$ cat src/rtl/node_pkg.sv
// Shared defaults, FSM state encoding and the round/saturate helper for the node MAC sequencer.
package node_pkg;

    localparam int N_IN_DEF    = 15;
    localparam int DW_DEF      = 8;
    localparam int WW_DEF      = 8;
    localparam int BW_DEF      = 16;
    localparam int ACC_W_DEF   = 23;
    localparam int FRAC_SH_DEF = 6;

    typedef enum logic [1:0] {
        IDLE = 2'd0,
        MAC  = 2'd1,
        RND  = 2'd2,
        OUT  = 2'd3
    } state_t;

    // Rounds up only when the dropped part is strictly above one half; exact ties truncate.
    function automatic logic signed [63:0] round_sat(input logic signed [63:0] acc,
                                                     input int frac_sh,
                                                     input int dw,
                                                     input logic relu);
        logic signed [63:0] r;
        logic signed [63:0] hi;
        logic signed [63:0] lo;
        logic [63:0]        mask;
        logic               rnd;
        r    = acc >>> frac_sh;
        rnd  = 1'b0;
        mask = 64'd0;
        if (frac_sh > 0) begin
            mask = (64'd1 << (frac_sh - 1)) - 64'd1;
            rnd  = (((acc >> (frac_sh - 1)) & 64'd1) != 64'd0) && ((acc & mask) != 64'd0);
        end
        if (rnd)
            r = r + 64'sd1;
        hi = (64'sd1 <<< (dw - 1)) - 64'sd1;
        lo = relu ? 64'sd0 : -(64'sd1 <<< (dw - 1));
        if (r > hi)
            r = hi;
        else if (r < lo)
            r = lo;
        return r;
    endfunction

endpackage

$ cat src/rtl/node_round_sat.sv
// Accumulator-to-output rounding and clamping. Defining NODE_RELU_EN clamps negatives to zero;
// otherwise the result saturates to the full signed output range.
module node_round_sat
    import node_pkg::*;
#(
    parameter int ACC_W   = ACC_W_DEF,
    parameter int DW      = DW_DEF,
    parameter int FRAC_SH = FRAC_SH_DEF
) (
    input  logic signed [ACC_W-1:0] acc,
    output logic signed [DW-1:0]    y
);

`ifdef NODE_RELU_EN
    localparam logic RELU = 1'b1;
`else
    localparam logic RELU = 1'b0;
`endif

    logic signed [63:0] acc_ext;
    logic signed [63:0] r;

    assign acc_ext = {{(64 - ACC_W){acc[ACC_W-1]}}, acc};
    assign r       = round_sat(acc_ext, FRAC_SH, DW, RELU);
    assign y       = DW'(r);

endmodule

$ cat src/rtl/node_mac_seq.sv
// Sequential single-node MAC: bias preload, one product per cycle, round/saturate, then hold result
// until the consumer takes it.
module node_mac_seq
    import node_pkg::*;
#(
    parameter int N_IN    = N_IN_DEF,
    parameter int DW      = DW_DEF,
    parameter int WW      = WW_DEF,
    parameter int BW      = BW_DEF,
    parameter int ACC_W   = ACC_W_DEF,
    parameter int FRAC_SH = FRAC_SH_DEF,
    localparam int AW     = $clog2(N_IN + 1)
) (
    input  logic                 clk,
    input  logic                 reset,
    input  logic [N_IN*DW-1:0]   a_flat,
    input  logic                 in_valid,
    output logic                 in_ready,
    input  logic                 w_we,
    input  logic [AW-1:0]        w_addr,
    input  logic [BW-1:0]        w_data,
    output logic [DW-1:0]        y,
    output logic                 out_valid,
    input  logic                 out_ready,
    output logic                 busy
);

    state_t                    state_q;
    logic [AW-1:0]             k_q;
    logic signed [ACC_W-1:0]   acc_q;
    logic signed [DW-1:0]      a_q [N_IN];
    logic signed [WW-1:0]      w_q [N_IN];
    logic signed [BW-1:0]      bias_q;
    logic [DW-1:0]             y_q;
    logic                      out_valid_q;
    logic                      pend_q;
    logic [AW-1:0]             pend_addr_q;
    logic [BW-1:0]             pend_data_q;

    logic                      wr_en;
    logic [AW-1:0]             wr_addr;
    logic [BW-1:0]             wr_data;
    logic signed [DW+WW-1:0]   prod;
    logic signed [DW-1:0]      y_rs;

    // A write that arrives together with a start is parked and applied when the operation retires,
    // so the starting operation sees the old coefficients.
    assign wr_en   = (state_q == IDLE && w_we && !in_valid) ||
                     (state_q == OUT && out_ready && pend_q);
    assign wr_addr = (state_q == OUT) ? pend_addr_q : w_addr;
    assign wr_data = (state_q == OUT) ? pend_data_q : w_data;

    assign prod = (DW+WW)'(a_q[k_q]) * (DW+WW)'(w_q[k_q]);

    node_round_sat #(
        .ACC_W   (ACC_W),
        .DW      (DW),
        .FRAC_SH (FRAC_SH)
    ) u_round_sat (
        .acc (acc_q),
        .y   (y_rs)
    );

    always_ff @(posedge clk) begin
        if (reset) begin
            state_q     <= IDLE;
            k_q         <= '0;
            acc_q       <= '0;
            bias_q      <= '0;
            y_q         <= '0;
            out_valid_q <= 1'b0;
            pend_q      <= 1'b0;
            pend_addr_q <= '0;
            pend_data_q <= '0;
            for (int i = 0; i < N_IN; i++) begin
                w_q[i] <= '0;
                a_q[i] <= '0;
            end
        end else begin
            if (wr_en) begin
                if (wr_addr == AW'(N_IN))
                    bias_q <= wr_data;
                else if (wr_addr < AW'(N_IN))
                    w_q[wr_addr] <= wr_data[WW-1:0];
            end
            case (state_q)
                IDLE: begin
                    if (in_valid) begin
                        for (int i = 0; i < N_IN; i++)
                            a_q[i] <= a_flat[i*DW +: DW];
                        acc_q       <= ACC_W'(bias_q);
                        k_q         <= '0;
                        pend_q      <= w_we;
                        pend_addr_q <= w_addr;
                        pend_data_q <= w_data;
                        state_q     <= MAC;
                    end
                end
                MAC: begin
                    acc_q <= acc_q + ACC_W'(prod);
                    if (k_q == AW'(N_IN - 1))
                        state_q <= RND;
                    else
                        k_q <= k_q + 1'b1;
                end
                RND: begin
                    y_q         <= y_rs;
                    out_valid_q <= 1'b1;
                    state_q     <= OUT;
                end
                OUT: begin
                    if (out_ready) begin
                        out_valid_q <= 1'b0;
                        pend_q      <= 1'b0;
                        state_q     <= IDLE;
                    end
                end
                default: state_q <= IDLE;
            endcase
        end
    end

    assign in_ready  = (state_q == IDLE);
    assign busy      = (state_q != IDLE);
    assign y         = y_q;
    assign out_valid = out_valid_q;

endmodule
$ cat config.mk
export PLATFORM = sky130hd
export DESIGN_NAME = node_mac_seq
export DESIGN_NICKNAME = d
export VERILOG_FILES = /design/src/rtl/node_pkg.sv /design/src/rtl/node_round_sat.sv /design/src/rtl/node_mac_seq.sv
export SDC_FILE = /design/constraint.sdc
export NUM_CORES = 1
export LEC_CHECK = 0
export ABC_AREA = 1
export CAP_MARGIN = 30
export CORE_ASPECT_RATIO = 1.25
export CORE_MARGIN = 10
export CORE_UTILIZATION = 50
export DETAILED_ROUTE_END_ITERATION = 8
export PLACE_DENSITY = 0.7
export SLEW_MARGIN = 20
export SYNTH_ARGS = -nofsm -noshare
export SYNTH_HDL_FRONTEND = slang
export SYNTH_SLANG_ARGS = --single-unit
$ cat constraint.sdc
create_clock -name clk -period 17.8 [get_ports clk]
set_input_delay 3.56 -clock clk [delete_from_list [all_inputs] [get_ports clk]]
set_output_delay 3.56 -clock clk [all_outputs]
set_load 0.01 [all_outputs]
==> flow_metrics.env, run 1 <==
export IMPL_grt_pass1_wl_um=83000
export IMPL_ios=156
export IMPL_layout_worst_path_cycle_share_pct=43.0
export IMPL_final_layout_size_suffix_gt1_share_pct=4.70
export IMPL_synthSimpleGateAreaFrac_pct=17.1
export IMPL_coreArea_um2=38000
export IMPL_clk_pin_slew_ps=60
export IMPL_post_drt_via_cell_ratio=5.43
export IMPL_r2r_cells=25
export IMPL_regArea_um2=9030
export IMPL_r2r_slack_ps=10150
export IMPL_synth_cell_type_count=39
export IMPL_fill_cells=3324
export IMPL_clock_latency_ps=550
export IMPL_synth_xor_area_share_pct=1.05
export IMPL_rsz0062_at_grt="false"
export IMPL_cts_root_buffer="clkbuf_16"
export IMPL_ys_ff_latch=327
export IMPL_die_h_um=239
export IMPL_dr_pass1_iters=6
export IMPL_grt_pass1_vias=15800
export IMPL_place_port_buffers=155
export IMPL_place_congestion=0.868
export IMPL_start_util_pct=50.3
export IMPL_slew_headroom_pct=36.5
export IMPL_dr_total_vias=15300
export IMPL_syn_area_um2=19100
export IMPL_drtIter0Drc=1117
export IMPL_finalHoldViolations=0
export IMPL_worst_pin_slew_ps=952
export IMPL_dpl_hpwl_um=38100
export IMPL_hp_start="pend_data_q[14]"
export IMPL_cts_sinks=327
export IMPL_min_to="pend_data_q[14]"
export IMPL_fmax_ghz=0.131
export IMPL_crit_type="flop to flop"
export IMPL_startpoint_type="flop"
export IMPL_die_x_um=195
export IMPL_setup_violations=0
export IMPL_finClkSkew_ps=20.0
export IMPL_hold_buffers=0
export IMPL_die_area_um2=46600
export IMPL_synthMuxAreaShare_pct=0
export IMPL_antennaDiodeCount=0
export IMPL_cp_required_ps=18270
export IMPL_fin_tns_setup_ps=0
export IMPL_cp_max_fo=69
export IMPL_synth_compound_area_share_pct=11.8
export IMPL_wl_per_cell_um=18.6
export IMPL_ant_nets=0
export IMPL_synth_fa_ha_area_share_pct=14.3
export IMPL_hold_path_class="flop to flop"
export IMPL_clock_path_buffers=3
export IMPL_cts_tree="yes"
export IMPL_slew_violations=0
export IMPL_yosys_warnings=0
export IMPL_syn_avg_cell_area_um2=8.83
export IMPL_cts_setup_buffers=0
export IMPL_synth_top_family_by_area="simple AND/OR/NAND/NOR gates"
export IMPL_crit_arrival_ps=8120
export IMPL_rows=80
export IMPL_cts_resized=0
export IMPL_nets=2596
export IMPL_numCtsBuffers=36
export IMPL_overflow=0
export IMPL_drc=0
export IMPL_cts_max_level=2
export IMPL_grt_max_degree=88
export IMPL_multi_input_area_um2=8540
export IMPL_syn_inst=2168
export IMPL_period_needed_ps=7650
export IMPL_antenna_found_initial=0
export IMPL_status="complete, no violations"
export IMPL_grtUsageTotal_pct=22.1
export IMPL_yosysSeqAreaShare_pct=47.2
export IMPL_totalWireLength_um=52400
export IMPL_end_kind="flop"
export IMPL_worstHoldPathCells=2
export IMPL_r2r_end="acc_q[22]"
export IMPL_syn2layout_area_growth_pct=17.6
export IMPL_max_cap_violations=0
sequential cells by signal (all words and copies together) (netlist names), named ones only:
name         count
a_q            120
acc_q           23
bias_q          16
k_q              4
out_valid        1
pend_addr_q      4
pend_data_q     16
pend_q           1
state_q          2
w_q            128
y                8
logic make-up after synthesis:
logic type / after synthesis
other: 1
DFF: 327
adders and majority gates: 159
and+or+nand+nor: 832
xor gates and xnor gates: 23
buffers and inverters: 435
AOI/OAI and AO/OA: 391
cells in the mapped netlist (all sizes together):
cell type,n,area share (%)
nor2,425,8.3
inv,333,6.5
nand2,325,6.4
edfxtp,248,39
o21ai,197,5.2
fa,100,10
clkbuf,91,1.8
a21oi,85,2.2
dfxtp,79,8.3
ha,59,3.9
nand3,57,1.5
o221ai,44,2.0
a31oi,16,0.52
o211ai,16,0.63
xor2,14,0.64
o22ai,13,0.42
nor3,12,0.42
buf,11,0.26
xnor2,9,0.41
nand4,8,0.26
a211oi,7,0.27
a221oi,4,0.18
or2,4,0.13
o21bai,3,0.12
o31ai,2,0.078
a21boi,1,0.039
a21o,1,0.039
a22oi,1,0.039
and2,1,0.033
conb,1,0.020
o21a,1,0.039
placed cells by master, fill, tap and decap left out, types with 9 or more instances in the layout:
cell,Yosys,final
nor2_1,425,425
inv_1,330,328
nand2_1,321,319
edfxtp_1,248,248
o21ai_0,184,184
clkdlybuf4s50_1,0,154
fa_1,100,100
a21oi_1,84,84
dfxtp_1,79,77
ha_1,59,59
nand3_1,57,57
o221ai_1,44,44
clkbuf_16,0,36
o211ai_1,16,16
a31oi_1,16,16
buf_4,1,16
xor2_1,14,14
o22ai_1,13,13
xnor2_1,9,9
metrics by stage:
| stage | util, % | hold WS (ps) | setup slack (ps) | std cells | instance area [um2] |
|---|---|---|---|---|---|
| floorplan | - | 446 | 9940 | 2175 | 19200 |
| global placement | 55.5 | 452 | 10010 | 2736 | 21100 |
| detailed placement | 55.9 | 459 | 10110 | 2744 | 21200 |
| CTS | 59.1 | 468 | 10100 | 2809 | 22500 |
| global route | 59.2 | 492 | 9660 | 2811 | 22500 |
| finish | 59.2 | 465 | 10150 | 2811 | 22500 |
cell type report:
cell class / instances / share of cell area [%]
Sequential cell: 327 / 40.1
Multi-Input combinational cell: 1413 / 37.9
Timing Repair Buffer: 181 / 8.20
Inverter: 333 / 5.55
Clock buffer: 46 / 4.30
Tap cell: 492 / 2.73
Clock inverter: 19 / 1.20
worst max-delay path by stage:
stage,to
after floorplan,a_q[0][0]
after global placement,acc_q[22]
after detailed placement,acc_q[22]
after CTS,acc_q[22]
after global routing,acc_q[22]
final,acc_q[22]
routing by layer:
layer | vias up | track usage [%] | wire, um
met5 | - | 0 | 0
met4 | 0 | 9.78 | 2030
met3 | 108 | 3.34 | 2580
met2 | 468 | 40.3 | 27500
met1 | 7388 | 25.0 | 20300
li1 | 7313 | - | -
worst max-delay path, cell delays in order, from the launching register on:
cell	delay, ps
dfxtp_2	310
buf_4	320
inv_1	630
buf_4	500
o21ai_0	170
o221ai_1	260
nand3_1	210
nand2_1	320
nand2_1	90
inv_1	640
fa_1	550
inv_1	80
fa_1	430
fa_1	490
inv_1	50
fa_1	470
ha_1	330
ha_1	350
inv_1	110
nor3_1	430
nand2_1	120
nor3_1	300
nor2_1	90
nand3_1	80
nand3_1	80
a21oi_1	120
Power of run 1 is not shown: default switching activity piles up to over one toggle a cycle in this logic, so the estimate is an artifact.
==> run 2: changes to the inputs <==
Settings changed: PLACE_DENSITY 0.7 to 0.73.
Clock period 17.8 ns to 7 ns, I/O delays scaled along.
==> run 2 against run 1 <==
- utilization decreased by 0.32 points
- clock skew shrank 6.5 ps
- highest routed layer unchanged
- largest cell class unchanged
- setup slack lost 9800 ps
- hold slack gained 7.5 ps
- register-to-register slack lost 9800 ps
- via count up 0.22%
- critical endpoint is now acc_q[12]
- global-route usage decreased by 0.51 points
- fmax grew 16%
- wire length decreased by 1.9%
- die area unchanged
- clock-buffer cell count down 3
==> flow_metrics.env, run 2 (synthesis gave the netlist of run 1 again) <==
export IMPL_r2r_cells=21
export IMPL_leakagePower_nw=9.96
export IMPL_dr_total_vias=15300
export IMPL_start_util_pct=50.3
export IMPL_dr_pass1_iters=6
export IMPL_wl_per_cell_um=18.2
export IMPL_nets=2607
export IMPL_layout_worst_path_cycle_share_pct=94.3
export IMPL_p_per_area_nw_per_um2=553
export IMPL_r2r_slack_ps=400
export IMPL_final_cell_mix="nor2_1 (425), inv_1 (327), nand2_1 (319)"
export IMPL_drc=0
export IMPL_layout_cells_most_common="nor2_1"
export IMPL_max_stage_delay_ps=570
export IMPL_crit_chain="buf_4, o21ai_0, o221ai_1, nand3_1, nand2_1, nand2_1, fa_1, fa_1, inv_1, fa_1, fa_1, fa_1, ha_1, a21oi_1, nand2_1, a21oi_1, o21ai_0, xnor2_1, nand2_1, o211ai_1, a21oi_1"
export IMPL_totalWireLength_um=51400
export IMPL_crit_type="flop to flop"
export IMPL_grt_pass1_wl_um=81400
export IMPL_antenna_found_initial=1
export IMPL_grt_max_degree=70
export IMPL_slowest_stage="fa_1"
export IMPL_finalHoldViolations=0
export IMPL_endpoint="acc_q[12]"
export IMPL_whs_ps=473
export IMPL_path_delay_family="adder cells"
export IMPL_drtIter0Drc=1238
export IMPL_overflow=0
export IMPL_grtUsageTotal_pct=21.6
export IMPL_period_needed_ps=6600
export IMPL_max_cap_violations=0
export IMPL_ir_worst_vdd_mv=0.466
export IMPL_clock_latency_ps=530
export IMPL_rsz0062_at_grt="false"
export IMPL_final_util_pct=58.9
export IMPL_ant_nets=0
export IMPL_slew_headroom_pct=35.4
export IMPL_dpl_hpwl_um=38100
export IMPL_rows=80
export IMPL_path_common_cell="fa_1"
export IMPL_largest_register="w_q"
export IMPL_die_area_um2=46600
export IMPL_cts_sinks=327
export IMPL_startpoint_type="flop"
export IMPL_crit_arrival_ps=6980
export IMPL_clock_path_buffers=3
export IMPL_largest_register_ffs=128
export IMPL_grt_pass1_vias=15600
export IMPL_r2r_end="acc_q[12]"
export IMPL_die_h_um=239
export IMPL_ios=156
export IMPL_crit_buf_inv=2
export IMPL_end_kind="flop"
export IMPL_post_dp_cell_area_um2=21300
export IMPL_fin_tns_setup_ps=0
export IMPL_hold_path_class="flop to flop"
export IMPL_post_drt_via_cell_ratio=5.42
export IMPL_finClkSkew_ps=13.5
export IMPL_syn2layout_area_growth_pct=17.0
export IMPL_numCtsBuffers=35
export IMPL_cts_root_buffer="clkbuf_16"
export IMPL_cts_tree="yes"
export IMPL_slew_violations=0
export IMPL_hold_buffers=0
export IMPL_clk_pin_slew_ps=60
export IMPL_place_port_buffers=155
export IMPL_final_layout_size_suffix_gt1_share_pct=5.19
export IMPL_cp_required_ps=7380
export IMPL_worst_pin_slew_ps=969
export IMPL_design_area_um2=22400
export IMPL_coreArea_um2=38000
export IMPL_path_depth=21
export IMPL_cts_max_level=2
export IMPL_power_mw=12.4
export IMPL_fmax_ghz=0.152
export IMPL_status="complete, no violations"
export IMPL_top_regs="w_q x128, a_q x120, acc_q x23"
export IMPL_die_x_um=195
export IMPL_cp_max_fo=56
export IMPL_setup_violations=0
export IMPL_place_congestion=0.923
run 2: cell types whose count changed in the layout (fill, tap and decap cells not counted), moves of 3 or more:
| cell | change |
|---|---|
| buf_4 | +14 |
| bufinv_16 | -5 |
| buf_16 | -3 |
| clkbuf_8 | -3 |
| clkinv_2 | +3 |
run 2: cell type report:
type,count,area [um2]
clock inverter,21,151
timing repair buffer,193,1880
multi-input combinational,1413,8560
sequential,327,9030
inverter,333,1260
clock buffer,43,906
tap,492,616
antenna,1,2.50
fill,3237,15600
run 2: worst min-delay path by stage:
stage / from / endpoint / cells past startpoint
6_report: pend_data_q[15] / pend_data_q[15] / 2
4_1_cts: pend_data_q[14] / pend_data_q[14] / 2
2_1_floorplan: pend_data_q[10] / pend_data_q[10] / 2
5_1_grt: pend_data_q[9] / pend_data_q[9] / 2
3_3_place_gp: pend_data_q[13] / pend_data_q[13] / 2
3_5_place_dp: pend_data_q[10] / pend_data_q[10] / 2
run 2: timing repair:
item,4_1_cts,5_1_grt
gates resized for setup,0,5
endpoints found under the setup margin,0,8
buffers inserted,0,2
run 2: where the power goes:
group | internal (mW) | total [mW] | switching, mW
logic | 2.95 | 8.00 | 5.05
registers | 2.42 | 2.63 | 0.210
clock network | 0.970 | 1.75 | 0.776
run 2: layer usage:
metal	wire, um	GRT usage, %	part of all wire (%)	vias to the layer above
li1	-	-	-	7319
met1	19500	24.5	38	7338
met2	27100	39.8	53	544
met3	2900	3.09	5.6	110
met4	1910	8.50	3.7	0
met5	0	0	0	-
run 2: worst register-to-register path: stages (launching register included):
cell	delay (ps)
dfxtp_4	490
buf_4	520
o21ai_0	240
o221ai_1	250
nand3_1	140
nand2_1	360
nand2_1	140
fa_1	510
fa_1	550
inv_1	60
fa_1	500
fa_1	570
fa_1	420
ha_1	380
a21oi_1	220
nand2_1	120
a21oi_1	210
o21ai_0	180
xnor2_1	340
nand2_1	90
o211ai_1	90
a21oi_1	80
run 2: stage by stage:
step	cells	setup WS [ps]
after global routing	2823	15.5
after floorplan	2175	1080
final	2823	400
after global placement	2749	537
after detailed placement	2754	323
after CTS	2818	311
Note: power is estimated with default switching activity, not from simulation.
==> variant: new RTL, config.mk and constraints of run 2 <==
Build with the macro `NODE_RELU_EN` defined.
--- a/src/rtl/node_round_sat.sv
+++ b/src/rtl/node_round_sat.sv
@@ -2,2 +2,4 @@
 // otherwise the result saturates to the full signed output range.
+`define NODE_RELU_EN
+
 module node_round_sat
Check against the original RTL: no difference found for any inputs over 10 cycles, from zero or initial values and one cycle with reset high; that may be too few to reach the edited logic, so the function may still have changed.
==> variant against run 2 <==
- synthesized cell count down 3.2%
- worst setup slack improved by 66 ps
- via count shrank 2.2%
- final area decreased by 0.32%
- utilization rose by 0.87 points
- sequential cell count unchanged
- fmax increased by 1.0%
- area after synthesis fell by 1.1%
- routed wire length is 0.41% higher
- largest cell class unchanged
Power is not shown: default switching activity piles up to over one toggle a cycle in this logic, so the estimate is an artifact.
==> variant: results (changes against run 2) <==
stage,metric,value,unit,change
yosys,synth warn,0,,unchanged
drt,final WL,51600,microns,was 51400 microns
drt,DR vias/cell,5.44,,was 5.42
grt,initial antenna violation count,2,,was 1
place,HPWL after DPL,37400,microns,was 38100 microns
place,IO Port Bufs,155,,unchanged
critical_path,critical path peak fanout,18,,was 56
yosys,post-synthesis compound-gate area fraction,0.116,,was 0.118
clock_tree,Root Buffer,clkbuf_16,,unchanged
yosys,most instantiated cells after synthesis,"413 x nor2_1, 320 x inv_1, 271 x nand2_1",,"was 425 x nor2_1, 330 x inv_1, 321 x nand2_1"
cells_and_area,biggest regs,"w_q: 128 flops, a_q: 120 flops, acc_q: 23 flops",,unchanged
place,# placed instances,2685,,was 2754
critical_path,"delay-heaviest family, CP",adder cells,,unchanged
hold_path,Hold Crit Start,y[7]$_SDFFE_PP0P_,,was pend_data_q[15]$_SDFFE_PP0P_
grt,Global Route Usage Sum,0.217,,was 0.216
yosys,Synth cell types,41,,was 39
grt,largest net degree at the start of global routing,121,,was 70
outcome,outcome,"finished, final reports clean",,unchanged
hold_path,WHS Endpoint,y[7]$_SDFFE_PP0P_,,was pend_data_q[15]$_SDFFE_PP0P_
clock_tree,CTS buffer count,35,,unchanged
cells_and_area,final net count,2545,,was 2607
drt,First-pass DRT Iterations,6,,unchanged
critical_path,"reg-to-reg slack, setup",470,ps,was 400 ps
clock_tree,"Clk pin slew, worst setup/hold paths",60,ps,about the same
yosys,xor-xnor portion of the synthesized cell area,0.0120,,was 0.0105
critical_path,worst r2r dst,acc_q[19]$_SDFFE_PP0P_,,was acc_q[12]$_SDFFE_PP0P_
critical_path,crit path DAT,6920,ps,was 6980 ps
critical_path,Setup CP Type,register to register,,unchanged
timing,Worst slew margin,0.376,,was 0.354
drt,Iter 0 DRT Violations,1517,,was 1238
critical_path,slowest CP cell,fa_1,,unchanged
critical_path,max incr delay on CP,580,ps,
clock_tree,"Clk Latency, worst-skew pair",530,ps,about the same
yosys,sequential share of the synthesized area,0.477,,was 0.472
cells_and_area,Final Instance Count excl. Fillers,2754,,was 2823
yosys,dominant synthesized flop cell,edfxtp_1,,unchanged
place,Placer Congestion,0.910,,was 0.923
timing,Worst Skew,10.1,ps,was 13.5 ps
clock_tree,postcts setup bufs,0,,unchanged
clock_tree,CTS Buffer Depth,3,,unchanged
yosys,mux share of post-synthesis cell area,0,,unchanged
clock_tree,H-tree Lvls,2,,unchanged
yosys,post-synthesis adder-cell area fraction,0.145,,was 0.143
cells_and_area,ratio of cells with drive above 1 in the final layout,0.0622,,was 0.0519
yosys,Synth area leaders,"edfxtp_1 39%, fa_1 11%, dfxtp_1 8.4%",,"was edfxtp_1 39%, fa_1 10%, nor2_1 8.3%"
critical_path,Reg2Reg Depth,26,,was 21
hold_path,Worst Hold Class,register to register,,unchanged
yosys,syn_area_per_cell,9.02,sq um,was 8.83 sq um
grt,first-pass GRT wire length,81500,microns,was 81400 microns
grt,vias in the first global route,15300,,was 15600
timing,final hold slack,445,ps,was 473 ps
## variant: cell types whose count changed in the layout (fill, tap and decap cells not counted), moves of 4 or more
cell             run 2  this run
nand2_1            319       269
clkinv_1             8         4
clkbuf_8             0         5
xor2_1              14        19
nand2_2              5        13
nor2_1             425       413
nor3_1               8         4
clkbuf_1             8         4
inv_1              327       317
## variant: routing by layer
metal,part of all wire,global-route usage
met1,0.37,0.245
met2,0.54,0.405
met3,0.063,0.0262
met4,0.036,0.0915
met5,0,0
## variant: layout make-up
| class | instances | area (sq um) |
|---|---|---|
| fillers | 3211 | 15000 |
| flip-flops and latches | 327 | 9030 |
| multi-input cells | 1356 | 8370 |
| repair buffers | 197 | 1950 |
| inverters | 324 | 1230 |
| clock buffers | 45 | 985 |
| well taps | 486 | 608 |
| clock inverters | 17 | 154 |
| diodes | 2 | 5.00 |
## variant: repair_timing
item / CTS / global route
endpoints found under the setup margin: 0 / 4
hold endpoints to repair: 0 / 0
resized for setup: 0 / 5
## variant: stage by stage
| stage | worst slack, ps | area, sq um |
|---|---|---|
| final | 466 | 22300 |
| after global routing | 53.3 | 22300 |
| after CTS | 422 | 22300 |
| after detailed placement | 473 | 21100 |
| after global placement | 555 | 21100 |
| after floorplan | 1040 | 19000 |
## variant: worst register-to-register path, cell delays in order (launching register included)
cell      delay, ps
dfxtp_1         310
inv_1           440
buf_4           370
o221ai_1        260
o211ai_1        160
nand2_1         270
nand2_1         140
inv_1            60
fa_1            510
inv_1            50
fa_1            470
inv_1            50
fa_1            510
fa_1            580
fa_1            430
ha_1            380
nand2_1         130
inv_1            50
a21oi_1         180
inv_1            90
nand2_1          70
nand2_1         100
a21oi_1         230
o21ai_0         140
or2_2           290
nand2_1          70
a21oi_1          60
